==> src/rtl/gather_bus_pkg.sv <==
// Shared definitions for the result gather bus.
// Contents:
//   StateW    - width of the state encoding
//   state_e   - gather FSM state (StIdle, StDrain)
//   idx_width - lane-index width for a given lane count (clog2, minimum 1)
package gather_bus_pkg;

  localparam int unsigned StateW = 1;

  typedef enum logic [StateW-1:0] {
    StIdle  = 1'b0,
    StDrain = 1'b1
  } state_e;

  function automatic int unsigned idx_width(input int unsigned n);
    return (n < 2) ? 1 : $clog2(n);
  endfunction

endpackage

==> src/rtl/gather_prio_enc.sv <==
// Lowest-set-bit priority encoder over the pending-lane mask.
// Ports:
//   pending_i - mask of lanes still waiting to be drained
//   idx_o     - index of the lowest set bit (0 when the mask is empty)
//   any_o     - at least one bit is set
//   last_o    - exactly one bit is set
// Purely combinational.
module gather_prio_enc
  import gather_bus_pkg::*;
#(
  parameter int unsigned ARRAY_SIZE = 16,
  localparam int unsigned IDX_WIDTH = idx_width(ARRAY_SIZE)
) (
  input  logic [ARRAY_SIZE-1:0] pending_i,
  output logic [IDX_WIDTH-1:0]  idx_o,
  output logic                  any_o,
  output logic                  last_o
);

  // Scan from the top down so the lowest set bit is the final assignment.
  always_comb begin
    idx_o = '0;
    for (int i = int'(ARRAY_SIZE) - 1; i >= 0; i--) begin
      if (pending_i[i]) begin
        idx_o = IDX_WIDTH'(i);
      end
    end
  end

  assign any_o  = |pending_i;
  // Clearing the lowest set bit leaves zero only when a single bit was set.
  assign last_o = any_o && ((pending_i & (pending_i - ARRAY_SIZE'(1))) == '0);

endmodule

==> src/rtl/result_gather_bus.sv <==
// Result gather bus: snapshots all valid lanes from one array edge in a single
// cycle, then serialises them onto one valid/ready stream, lowest lane first,
// tagging each beat with its source lane.
// Ports:
//   clk, rst   - clock and asynchronous active-high reset
//   valid_in   - per-lane valid, sampled only while in_ready is high
//   data_in    - packed lane data, lane i at [(i+1)*DATA_WIDTH-1 : i*DATA_WIDTH]
//   in_ready   - high when a new snapshot can be captured
//   out_valid  - output beat valid
//   out_ready  - downstream accepts the beat
//   out_data   - beat data (0 when out_valid is low)
//   out_index  - beat source lane (0 when out_valid is low)
//   out_last   - only with GATHER_BUS_LAST_EN: beat is the final one of the snapshot
// Optional feature macro: GATHER_BUS_LAST_EN.
module result_gather_bus
  import gather_bus_pkg::*;
#(
  parameter int unsigned ARRAY_SIZE = 16,
  parameter int unsigned DATA_WIDTH = 16,
  localparam int unsigned IDX_WIDTH = idx_width(ARRAY_SIZE)
) (
  input  logic                             clk,
  input  logic                             rst,
  input  logic [ARRAY_SIZE-1:0]            valid_in,
  input  logic [ARRAY_SIZE*DATA_WIDTH-1:0] data_in,
  output logic                             in_ready,
  output logic                             out_valid,
  input  logic                             out_ready,
  output logic [DATA_WIDTH-1:0]            out_data,
  output logic [IDX_WIDTH-1:0]             out_index
`ifdef GATHER_BUS_LAST_EN
  ,
  output logic                             out_last
`endif
);

  state_e                                state_q, state_d;
  logic [ARRAY_SIZE-1:0]                 pending_q, pending_d;
  logic [ARRAY_SIZE-1:0][DATA_WIDTH-1:0] bank_q, bank_d;

  logic [IDX_WIDTH-1:0] lowest_idx;
  logic                 any_set;
  logic                 last_rem;

  gather_prio_enc #(
    .ARRAY_SIZE(ARRAY_SIZE)
  ) u_prio_enc (
    .pending_i(pending_q),
    .idx_o    (lowest_idx),
    .any_o    (any_set),
    .last_o   (last_rem)
  );

  always_comb begin
    state_d   = state_q;
    pending_d = pending_q;
    bank_d    = bank_q;
    unique case (state_q)
      StIdle: begin
        if (|valid_in) begin
          // Invalid lanes latch zero so stale data never leaks into the bank.
          for (int i = 0; i < int'(ARRAY_SIZE); i++) begin
            bank_d[i] = valid_in[i] ? data_in[i*DATA_WIDTH +: DATA_WIDTH] : '0;
          end
          pending_d = valid_in;
          state_d   = StDrain;
        end
      end
      StDrain: begin
        if (out_ready && any_set) begin
          pending_d = pending_q & ~(ARRAY_SIZE'(1) << lowest_idx);
          if (last_rem) begin
            state_d = StIdle;
          end
        end
      end
      default: state_d = StIdle;
    endcase
  end

  always_ff @(posedge clk or posedge rst) begin
    if (rst) begin
      state_q   <= StIdle;
      pending_q <= '0;
      bank_q    <= '0;
    end else begin
      state_q   <= state_d;
      pending_q <= pending_d;
      bank_q    <= bank_d;
    end
  end

  // Outputs decode straight from registers, so they hold steady under stall.
  always_comb begin
    in_ready  = (state_q == StIdle);
    out_valid = (state_q == StDrain) && any_set;
    out_data  = out_valid ? bank_q[lowest_idx] : '0;
    out_index = out_valid ? lowest_idx : '0;
  end

`ifdef GATHER_BUS_LAST_EN
  assign out_last = out_valid && last_rem;
`endif

endmodule

==> config.mk <==
export PLATFORM = sky130hd
export DESIGN_NAME = result_gather_bus
export DESIGN_NICKNAME = d
export VERILOG_FILES = /design/src/rtl/gather_bus_pkg.sv /design/src/rtl/gather_prio_enc.sv /design/src/rtl/result_gather_bus.sv
export SDC_FILE = /design/constraint.sdc
export NUM_CORES = 1
export LEC_CHECK = 0
export ABC_CLOCK_PERIOD_IN_PS = 10600
export CAP_MARGIN = 20
export CORE_UTILIZATION = 30
export DETAILED_ROUTE_END_ITERATION = 10
export PLACE_DENSITY_LB_ADDON = 0.1
export SLEW_MARGIN = 20
export SYNTH_ARGS = -nofsm -noshare
export SYNTH_HDL_FRONTEND = slang
export SYNTH_HIERARCHICAL = 1
export SYNTH_SLANG_ARGS = --single-unit
==> constraint.sdc <==
create_clock -name clk -period 10.6 [get_ports clk]
set_clock_uncertainty 0.1 [all_clocks]
set_input_delay 3.18 -clock clk [delete_from_list [all_inputs] [get_ports clk]]
set_output_delay 3.18 -clock clk [all_outputs]
set_load 0.005 [all_outputs]
==> impl_metrics.toml <==
[sta]
finalCriticalPeriod_ns = 7.83
worst_hold_slack_ns = 0.399
tightestPinTransition_ns = 1.16
timing.final.ws_setup_ns = 2.77
finalSetupViolations = 0
fmax_mhz = 128
slew_headroom_pct = 22.4
min_period_over_period_pct = 73.8
tns_ns = 0
grt_setup_unrepaired = "false"
slew_viol_final = 0
hold_viol = 0

[placed_design]
dp_slack_ns = 3.33
hpwlAfterDp_um = 35100
port-buffer-count = 296
post-place-cells = 1765
gp_congestion = 0.877
place_area_um2 = 15900

[cts]
post_cts_resized = 0
clkTransAtPathRegs_ns = 0.06
cts_root_buf = "clkbuf_16"
cts_setup_buffers = 0
holdBufCountCts = 0
htree_levels = 2
cts_sinks = 273
clockBufferDepth = 3
numCtsBuffers = 34
insertion_delay_ns = 0.52
cts_tree = "done"

[logic_synthesis]
syn-num-nets = 1283
yosysWarningCount = 6
syn_inst = 1008
synth_area_leaders = "dfrtp_1 (54%), a22o_1 (18%), mux2_2 (3.5%)"
synthFlopType = "dfrtp_1"
ys_ff_latch = 273
async_flop_share_pct = 100
synth_cell_types = 53
syn_area_um2 = 12700
synth_top_area_share_pct = 53.8
yosys.area.top_type = "dfrtp_1"
synth.yosys.seq_area_share_pct = 53.8
synth-edff-count = 0
synth.avg_cell_area_um2 = 12.6

[run]
drv_cap = 0

[critical_path]
start_kind = "register"
critPathKind = "register to primary output"
worstPathArrival_ns = 4.55
worstSetupEndpointType = "primary output"
crit_fanout = 43
cp_data_required_time_ns = 7.32

[finish]
final_cell_mix = "clkdlybuf4s50_1 (296), dfrtp_1 (273), a22o_1 (256)"
final_area_um2 = 17000
mostFrequentLayoutCell = "clkdlybuf4s50_1"
fin_util_pct = 40.7
layout-area-overhead-vs-synth_pct = 34.1
layout.nets = 1537
fin_cells = 1825
nFillCells = 3970
drive_gt1_share_pct = 11.9

[global_routing]
grt_first_pass_wirelength_um = 72900
grt_usage_pct = 22.8
grt_antenna_before_repair = 4
grt_pass1_vias = 10312
grt.overflow.total = 0
grt_max_degree = 171

[routing]
drt-total-wl_um = 49600
routed.top_layer = "met5"
vias = 10142
drc = 0
dr.pass1.iters = 5
drt-vias-per-instance = 5.56
wl_met1_um = 21900
dr_wl_met2_um = 23500
drtIter0Drc = 763
ant_nets = 0
wl_per_cell_um = 27.2
wl_met3_um = 2870

[floorplanning]
die_w_um = 208
initial_core_util_pct = 30.4
rows = 75
coreArea_um2 = 41900
ioPinCount = 297
die_y_um = 208
fp.dieArea_um2 = 43200

[power_and_ir_drop]
power_leakage_nw = 7.21
finalPower_mw = 3.41
ir_worst_vdd_uv = 89.1
power_density_nw_per_um2 = 200

[outcome]
status = "completed"

[hold_path]
hp-class = "register to register"
synthesized netlist by cell type (7+ instances only):
master and n:
buf_2 18, buf_4 10, nor2b_1 25, nor2_1 29, nand3_1 9, a31oi_1 7
clkbuf_1 25, dfrtp_1 273, inv_1 8, o21ai_1 8, nand2_1 20, mux2i_1 39
o21ai_0 11, a21oi_1 40, buf_6 34, nor3_1 9, a211o_1 11, mux2_2 40
o221ai_1 19, a22o_1 256, mux4_2 13, o22ai_1 25
critical path: stages (launching register included):
cell             delay, ns
dfrtp_1               0.43
nor2b_1               0.16
o21bai_1              0.07
a21oi_1               0.15
nor4_1                0.09
o22ai_4               0.19
buf_4                 0.47
buf_4                 0.63
mux2_2                0.28
o22ai_1               0.07
nor3_1                0.52
o221ai_1              0.26
nand3_1               0.18
clkdlybuf4s50_1       0.51
layout make-up:
cell class | count | area [µm²] | share of cell area [%]
multi-input cells | 628 | 5210 | 30.6
diodes | 1 | 2.50 | 0.0147
clock buffers | 47 | 981 | 5.76
repair buffers | 317 | 3130 | 18.4
flip-flops and latches | 273 | 6830 | 40.1
well taps | 539 | 674 | 3.96
inverters | 8 | 33.8 | 0.198
clock inverters | 12 | 171 | 1.01
cells by family (layout without fill, tap and decap cells):
group	count (synthesis)	count (layout)	share of synthesized area, %
AO/OA/AOI/OAI	414	414	26.4
other	0	1	0
AND/OR/NAND/NOR	121	121	5.15
multiplexers	92	92	8.92
XOR/XNOR	1	1	0.0689
flip-flops	273	273	53.8
buffers and inverters	107	384	5.70
per-layer routing:
layer  vias up  global-route usage, %
met4         6                   6.26
li1       4457                      -
met2       385                   36.8
met1      5224                   31.7
met3        70                   3.66
met5         -                      0
sequential cells by signal, indices dropped and copies added, names as in the netlist:
| name | count |
|---|---|
| state_q | 1 |
| bank_q | 256 |
| pending_q | 16 |
power by group:
group	switching, mW	internal (mW)	leakage (nW)
Clock	0.472	0.745	0.571
Combinational	0.541	0.494	3.17
Sequential	0.0540	1.10	3.47
Total	1.07	2.34	7.21
final timing paths:
kind                       slack (ns)  depth (start not counted)                      start                   endpoint
max                              2.77                         13  pending_q[15]$_DFFE_PP0P_                out_data[8]
min                              0.40                          1     bank_q[25]$_DFFE_PP0P_     bank_q[25]$_DFFE_PP0P_
max reg2reg                      7.40                          8  pending_q[12]$_DFFE_PP0P_  pending_q[10]$_DFFE_PP0P_
min reg2reg                      0.40                          1     bank_q[25]$_DFFE_PP0P_     bank_q[25]$_DFFE_PP0P_
max in group asynchronous        5.79                          3                        rst     bank_q[79]$_DFFE_PP0P_
min in group asynchronous        3.12                          2                        rst    bank_q[195]$_DFFE_PP0P_
Power figures use the tool's default switching activity.
